`src/rtl/mem_arb_pkg.sv`:
```
// Shared types and constants for the two-port memory arbiter.
package mem_arb_pkg;

    localparam int unsigned ADDR_W_DEF = 32;
    localparam int unsigned DATA_W_DEF = 256;

    // Requester indices: data cache and instruction cache.
    localparam logic PORT_D = 1'b0;
    localparam logic PORT_I = 1'b1;

    typedef enum logic [1:0] {
        IDLE,
        BUSY,
        RESP
    } arb_state_e;

endpackage

```
`src/rtl/mem_arbiter_if.sv`:
```
// Requester and memory-side signals of the arbiter, bundled for port connection.
interface mem_arbiter_if #(
    parameter int unsigned ADDR_W = 32,
    parameter int unsigned DATA_W = 256
);
    // Port 0 (dcache)
    logic              req0_i;
    logic              write0_i;
    logic [ADDR_W-1:0] addr0_i;
    logic [DATA_W-1:0] wdata0_i;
    logic              ack0_o;
    // Port 1 (icache)
    logic              req1_i;
    logic              write1_i;
    logic [ADDR_W-1:0] addr1_i;
    logic [DATA_W-1:0] wdata1_i;
    logic              ack1_o;
    // Shared read data back to requesters
    logic [DATA_W-1:0] rdata_o;
    // Memory side
    logic              mem_enable_o;
    logic              mem_write_o;
    logic [ADDR_W-1:0] mem_addr_o;
    logic [DATA_W-1:0] mem_data_o;
    logic [DATA_W-1:0] mem_data_i;
    logic              mem_ack_i;

    // Arbiter view
    modport slave (
        input  req0_i, write0_i, addr0_i, wdata0_i,
        input  req1_i, write1_i, addr1_i, wdata1_i,
        output ack0_o, ack1_o, rdata_o,
        output mem_enable_o, mem_write_o, mem_addr_o, mem_data_o,
        input  mem_data_i, mem_ack_i
    );

    // Environment view (caches plus memory model)
    modport master (
        output req0_i, write0_i, addr0_i, wdata0_i,
        output req1_i, write1_i, addr1_i, wdata1_i,
        input  ack0_o, ack1_o, rdata_o,
        input  mem_enable_o, mem_write_o, mem_addr_o, mem_data_o,
        output mem_data_i, mem_ack_i
    );

endinterface

```
`src/rtl/rr_pick2.sv`:
```
// Combinational two-way round-robin select: on contention the port that did
// not win last time is picked.
module rr_pick2 (
    input  logic [1:0] req,
    input  logic       last,
    output logic       grant_valid,
    output logic       grant_idx
);

    // Winner selection from the request vector and the previous grant.
    always_comb begin
        grant_valid = |req;
        grant_idx   = 1'b0;
        unique case (req)
            2'b01:   grant_idx = 1'b0;
            2'b10:   grant_idx = 1'b1;
            2'b11:   grant_idx = ~last;
            default: grant_idx = 1'b0;
        endcase
    end

endmodule

```
`src/rtl/mem_arbiter.sv`:
```
// Two-requester arbiter for the single off-chip line port. Serialises one
// memory transaction at a time with round-robin fairness under contention.
module mem_arbiter
    import mem_arb_pkg::*;
#(
    parameter int unsigned ADDR_W = ADDR_W_DEF,
    parameter int unsigned DATA_W = DATA_W_DEF
) (
    input logic           clk_i,
    input logic           rst_i,
    mem_arbiter_if.slave  bus
);

    arb_state_e        state_q, state_d;
    logic              owner_q, owner_d;
    logic              last_q, last_d;
    logic              mem_en_q, mem_en_d;
    logic              mem_we_q, mem_we_d;
    logic [ADDR_W-1:0] mem_addr_q, mem_addr_d;
    logic [DATA_W-1:0] mem_data_q, mem_data_d;
    logic [DATA_W-1:0] rdata_q, rdata_d;
    logic              ack0_q, ack0_d;
    logic              ack1_q, ack1_d;

    logic              grant_valid;
    logic              grant_idx;

    rr_pick2 u_pick (
        .req         ({bus.req1_i, bus.req0_i}),
        .last        (last_q),
        .grant_valid (grant_valid),
        .grant_idx   (grant_idx)
    );

    // Next-state and registered-output computation for the IDLE/BUSY/RESP FSM.
    always_comb begin
        state_d    = state_q;
        owner_d    = owner_q;
        last_d     = last_q;
        mem_en_d   = mem_en_q;
        mem_we_d   = mem_we_q;
        mem_addr_d = mem_addr_q;
        mem_data_d = mem_data_q;
        rdata_d    = rdata_q;
        ack0_d     = 1'b0;
        ack1_d     = 1'b0;

        unique case (state_q)
            IDLE: begin
                if (grant_valid) begin
                    state_d  = BUSY;
                    owner_d  = grant_idx;
                    last_d   = grant_idx;
                    mem_en_d = 1'b1;
                    if (grant_idx == PORT_I) begin
                        mem_we_d   = bus.write1_i;
                        mem_addr_d = bus.addr1_i;
                        mem_data_d = bus.wdata1_i;
                    end else begin
                        mem_we_d   = bus.write0_i;
                        mem_addr_d = bus.addr0_i;
                        mem_data_d = bus.wdata0_i;
                    end
                end
            end
            BUSY: begin
                // Request inputs are deliberately not looked at here.
                if (bus.mem_ack_i) begin
                    state_d  = RESP;
                    mem_en_d = 1'b0;
                    rdata_d  = bus.mem_data_i;
                    ack0_d   = (owner_q == PORT_D);
                    ack1_d   = (owner_q == PORT_I);
                end
            end
            RESP: begin
                state_d = IDLE;
            end
            default: begin
                state_d = IDLE;
            end
        endcase
    end

    // State register with synchronous reset; last_q resets to 1 so port 0
    // wins the first contention.
    always_ff @(posedge clk_i) begin
        if (rst_i) begin
            state_q    <= IDLE;
            owner_q    <= PORT_D;
            last_q     <= PORT_I;
            mem_en_q   <= 1'b0;
            mem_we_q   <= 1'b0;
            mem_addr_q <= '0;
            mem_data_q <= '0;
            rdata_q    <= '0;
            ack0_q     <= 1'b0;
            ack1_q     <= 1'b0;
        end else begin
            state_q    <= state_d;
            owner_q    <= owner_d;
            last_q     <= last_d;
            mem_en_q   <= mem_en_d;
            mem_we_q   <= mem_we_d;
            mem_addr_q <= mem_addr_d;
            mem_data_q <= mem_data_d;
            rdata_q    <= rdata_d;
            ack0_q     <= ack0_d;
            ack1_q     <= ack1_d;
        end
    end

    assign bus.ack0_o       = ack0_q;
    assign bus.ack1_o       = ack1_q;
    assign bus.rdata_o      = rdata_q;
    assign bus.mem_enable_o = mem_en_q;
    assign bus.mem_write_o  = mem_we_q;
    assign bus.mem_addr_o   = mem_addr_q;
    assign bus.mem_data_o   = mem_data_q;

endmodule
```
`src/flat_wrapper.sv`:
```
// flat-port wrapper written by rule: the top's interface ports become plain ports
module mem_arbiter_flat import mem_arb_pkg::*;
#(
    parameter int unsigned ADDR_W = ADDR_W_DEF,
    parameter int unsigned DATA_W = DATA_W_DEF
)
  (clk_i, rst_i, bus_req0_i, bus_write0_i, bus_addr0_i, bus_wdata0_i, bus_req1_i, bus_write1_i, bus_addr1_i, bus_wdata1_i, bus_ack0_o, bus_ack1_o, bus_rdata_o, bus_mem_enable_o, bus_mem_write_o, bus_mem_addr_o, bus_mem_data_o, bus_mem_data_i, bus_mem_ack_i);
  mem_arbiter_if #(.ADDR_W(ADDR_W), .DATA_W(DATA_W)) bus_i ();
  input logic clk_i;
  input logic rst_i;
  input wire logic [$bits(bus_i.req0_i)-1:0] bus_req0_i;
  input wire logic [$bits(bus_i.write0_i)-1:0] bus_write0_i;
  input wire logic [$bits(bus_i.addr0_i)-1:0] bus_addr0_i;
  input wire logic [$bits(bus_i.wdata0_i)-1:0] bus_wdata0_i;
  input wire logic [$bits(bus_i.req1_i)-1:0] bus_req1_i;
  input wire logic [$bits(bus_i.write1_i)-1:0] bus_write1_i;
  input wire logic [$bits(bus_i.addr1_i)-1:0] bus_addr1_i;
  input wire logic [$bits(bus_i.wdata1_i)-1:0] bus_wdata1_i;
  output wire logic [$bits(bus_i.ack0_o)-1:0] bus_ack0_o;
  output wire logic [$bits(bus_i.ack1_o)-1:0] bus_ack1_o;
  output wire logic [$bits(bus_i.rdata_o)-1:0] bus_rdata_o;
  output wire logic [$bits(bus_i.mem_enable_o)-1:0] bus_mem_enable_o;
  output wire logic [$bits(bus_i.mem_write_o)-1:0] bus_mem_write_o;
  output wire logic [$bits(bus_i.mem_addr_o)-1:0] bus_mem_addr_o;
  output wire logic [$bits(bus_i.mem_data_o)-1:0] bus_mem_data_o;
  input wire logic [$bits(bus_i.mem_data_i)-1:0] bus_mem_data_i;
  input wire logic [$bits(bus_i.mem_ack_i)-1:0] bus_mem_ack_i;
  assign bus_i.req0_i = bus_req0_i;
  assign bus_i.write0_i = bus_write0_i;
  assign bus_i.addr0_i = bus_addr0_i;
  assign bus_i.wdata0_i = bus_wdata0_i;
  assign bus_i.req1_i = bus_req1_i;
  assign bus_i.write1_i = bus_write1_i;
  assign bus_i.addr1_i = bus_addr1_i;
  assign bus_i.wdata1_i = bus_wdata1_i;
  assign bus_ack0_o = bus_i.ack0_o;
  assign bus_ack1_o = bus_i.ack1_o;
  assign bus_rdata_o = bus_i.rdata_o;
  assign bus_mem_enable_o = bus_i.mem_enable_o;
  assign bus_mem_write_o = bus_i.mem_write_o;
  assign bus_mem_addr_o = bus_i.mem_addr_o;
  assign bus_mem_data_o = bus_i.mem_data_o;
  assign bus_i.mem_data_i = bus_mem_data_i;
  assign bus_i.mem_ack_i = bus_mem_ack_i;
  mem_arbiter #(.ADDR_W(ADDR_W), .DATA_W(DATA_W)) u_core (.clk_i(clk_i), .rst_i(rst_i), .bus(bus_i));
endmodule
```
`config.mk`:
```
export PLATFORM = sky130hd
export DESIGN_NAME = mem_arbiter_flat
export DESIGN_NICKNAME = d
export VERILOG_FILES = /design/src/rtl/mem_arb_pkg.sv /design/src/rtl/mem_arbiter_if.sv /design/src/rtl/rr_pick2.sv /design/src/rtl/mem_arbiter.sv /design/src/flat_wrapper.sv
export SDC_FILE = /design/constraint.sdc
export NUM_CORES = 1
export LEC_CHECK = 0
export CAP_MARGIN = 10
export CORE_AREA = 2 2 536 538
export DETAILED_ROUTE_END_ITERATION = 8
export DIE_AREA = 0 0 538 540
export GPL_TIMING_DRIVEN = 0
export PLACE_DENSITY = 0.33
export SLEW_MARGIN = 0
export SYNTH_ARGS = -nofsm -noshare
export SYNTH_HDL_FRONTEND = slang
export SYNTH_SLANG_ARGS = --single-unit
```
`constraint.sdc`:
```
create_clock -name clk_i -period 2.4 [get_ports clk_i]
set_clock_uncertainty 0.15 [all_clocks]
set_input_delay 0.6 -clock clk_i [delete_from_list [all_inputs] [get_ports clk_i]]
set_output_delay 0.6 -clock clk_i [all_outputs]
set_load 0.02 [all_outputs]
```
==> flow_summary_export.csv <==
group,metric,value,unit
clock_network,htreeDepth,3,
place,dp_hpwl,182000,um
global_route,grtUsageTotal,14.1,%
floorplan,io_pins,1387,
floorplan,die-area,0.291,mm^2
detailed_routing,ant_nets,0,
sta,setup_viol,0,
clock_network,cts_tree,"done",
logic_synthesis,synthFlopType,"dfxtp_1",
logic_synthesis,syn_nets,3615,
sta,fin_tns_setup,0,ns
sta,maxSlewHeadroom,33.3,%
pwr,powerDensity,702,mW/mm^2
final_layout,nets,5091,
detailed_routing,post-route-drc-count,0,
detailed_routing,dr.pass1.iters,5,
logic_synthesis,synthTopCellsByCount,"nand2_1, dfxtp_1, a21oi_1",
worst_setup_path,required,1.65,ns
logic_synthesis,yosysMostFrequentCell,"nand2_1",
worst_setup_path,critPathMaxStageDelay,0.42,ns
detailed_routing,finalWirelength,214000,um
worst_setup_path,r2r_cells,5,
logic_synthesis,ys_top_cells_by_area,"dfxtp_1, nand2_1, a311oi_2",
final_layout,drive_gt1_share,13.4,%
worst_setup_path,cp.depth,1,
logic_synthesis,ys_warn_count,0,
logic_synthesis,async_flop_share,0,%
worst_setup_path,cp_num_buf_inv,1,
detailed_routing,dr.first_iter.drc_count,1518,
clock_network,clk_latency,0.77,ns
clock_network,cts_buffer_depth,4,
sta,fin_hold_ws,0.227,ns
place,place_ws,-1.62,ns
place,numPortBuffers,1385,
floorplan,dieHeight,540,um
worst_setup_path,cp.arrival,1.59,ns
clock_network,cts_root_buf,"clkbuf_16",
global_route,antenna_found_initial,110,
sta,tightest_slew,1.00,ns
min_path,hold_depth,3,
min_path,hp-class,"in2reg",
global_route,grt.overflow.total,0,
global_route,grt_pass1_wl,275000,um
logic_synthesis,synth-edff-count,0,
sta,period_minus_slack,2.34,ns
logic_synthesis,synth_seq_cells,552,
sta,hold_violations,0,
sta,finalCritPeriodShare,97.5,%
logic_synthesis,synth.yosys.seq_area_share,47.8,%
logic_synthesis,synth_cells,2776,
sta,finalMaxSlewViolations,0,
worst_setup_path,cp-end-kind,"output pin",
sta,timing.fmax,427,MHz
logic_synthesis,ys_types,22,
global_route,grt_max_degree,13,
worst_setup_path,critPathLaunchType,"flip-flop",
sta,setup_ws,0.0592,ns
detailed_routing,vias,27600,
clock_network,cts_buffers,84,
logic_synthesis,synth_top_area_share,47.8,%
outcome,outcome,"complete, no violations",
worst_setup_path,cpMaxStageDelayCell,"dfxtp_1",
place,dp.cells,7926,
pwr,p_leak,16.7,nW
floorplan,core_area,0.284,mm^2
detailed_routing,viasPerCell,3.41,
clock_network,cts_hold_buf,0,
logic_synthesis,syn-cell-area,0.0231,mm^2
logic_synthesis,avgSynthCellArea,8.33,um^2
worst_setup_path,worstPathMaxFanout,2,
final_layout,syn_to_final_growth,91.0,%
floorplan,rows,196,
sta,rsz0062_at_grt,"yes",
worst_setup_path,crit_type,"reg2out",
final_layout,stdcell_count,8095,
worst_setup_path,crit_chain,"clkdlybuf4s15_1",
global_route,grt_pass1_vias,28100,
detailed_routing,drt-wirelength-per-cell,26.4,um
pwr,vdd_drop_max,455,uV
floorplan,initial_utilization,8.13,%
run,drv_cap,0,
clock_network,clock-sinks,552,
final_layout,fin_util,15.5,%
worst_setup_path,path_delay_family,"flip-flops",
clock_network,cts.reportedPaths.clkPinSlew,0.06,ns
floorplan,die_w,538,um
place,globalplace.congestion,0.917,
logic_synthesis,yosysTopAreaCell,"dfxtp_1",
[repair_timing]
| item | in CTS | in global routing |
|---|---|---|
| setup endpoints to repair | 987 | 282 |
| cloned | 0 | 0 |
| buffers inserted | 1 | 3 |
| gates resized for setup | 833 | 65 |
| pin swaps | 1 | 0 |
[area by class of cell]
type                       count  area (um^2)
fill                       32500       240000
timing repair buffer        1392        13500
sequential                   552        11100
multi-input combinational   1945        10800
tap                         3762         4710
clock buffer                 115         2380
buffer                       277         1390
clock inverter                23          327
antenna                       29         72.6
[cells by family (layout without fill, tap and decap cells)]
logic type      after synthesis  after routing  share of synthesized area [%]
buf+inv                     279           1807                           5.59
other cells                   0             29                              0
flops                       552            552                           47.8
compound gates              842            842                           28.6
simple gates               1103           1103                           18.0
[per-layer routing]
metal | part of all wire (%) | global-route usage, % | vias up
li1 | - | - | 12700
met1 | 38 | 15.2 | 13200
met2 | 50 | 25.4 | 1378
met3 | 10 | 5.74 | 295
met4 | 2.3 | 3.12 | 60
met5 | 0.18 | 0 | -
[cell usage in the layout (no fill, tap or decap), types with 16 or more instances in the layout]
| cell | count |
|---|---|
| a21oi_1 | 549 |
| a311oi_1 | 80 |
| a311oi_2 | 209 |
| buf_2 | 53 |
| buf_4 | 19 |
| buf_6 | 22 |
| clkbuf_1 | 154 |
| clkbuf_16 | 84 |
| clkbuf_2 | 52 |
| clkbuf_8 | 16 |
| clkdlybuf4s15_1 | 37 |
| clkdlybuf4s15_2 | 73 |
| clkdlybuf4s50_1 | 837 |
| dfxtp_1 | 538 |
| diode_2 | 29 |
| dlygate4sd2_1 | 421 |
| nand2_1 | 1093 |
[state kept, by name (all words and copies together), names as in the netlist]
signal,flops
u_core.bus.rdata_o,256
u_core.owner_q,1
u_core.bus.ack1_o,1
u_core.state_q,2
u_core.bus.mem_write_o,1
u_core.bus.mem_data_o,256
u_core.bus.mem_addr_o,32
u_core.last_q,1
u_core.bus.ack0_o,1
u_core.bus.mem_enable_o,1
[where the power goes]
part	leakage, nW	switching (W)	internal [W]
registers	4.55	0.000571	0.00996
clock network	1.33	0.00510	0.00755
logic	10.8	0.00469	0.00314
[through the flow]
step	cell area (um^2)	power (W)
global placement	41700	0.0191
floorplan	23100	0.0140
global route	44100	0.0324
finish	44200	0.0310
detailed placement	41800	0.0191
CTS	44100	0.0317
[worst register-to-register path: stages (launching register included)]
cell     delay (ns)
dfxtp_1        0.40
and3b_1        0.41
buf_4          0.33
buf_2          0.36
nand2_1        0.33
a21oi_1        0.21
[final timing paths]
kind / slack [ns] / start / end
min reg2reg: 0.30 / u_core.bus.rdata_o[3]$_SDFFE_PP0P_ / u_core.bus.rdata_o[3]$_SDFFE_PP0P_
min: 0.23 / bus_mem_data_i[250] / u_core.bus.rdata_o[250]$_SDFFE_PP0P_
max reg2reg: 0.12 / u_core.state_q[0]$_SDFFE_PP0P_ / u_core.bus.rdata_o[129]$_SDFFE_PP0P_
max: 0.06 / u_core.bus.mem_data_o[72]$_SDFFE_PP0P_ / bus_mem_data_o[72]
No activity file was read; power rests on OpenSTA's default activity.
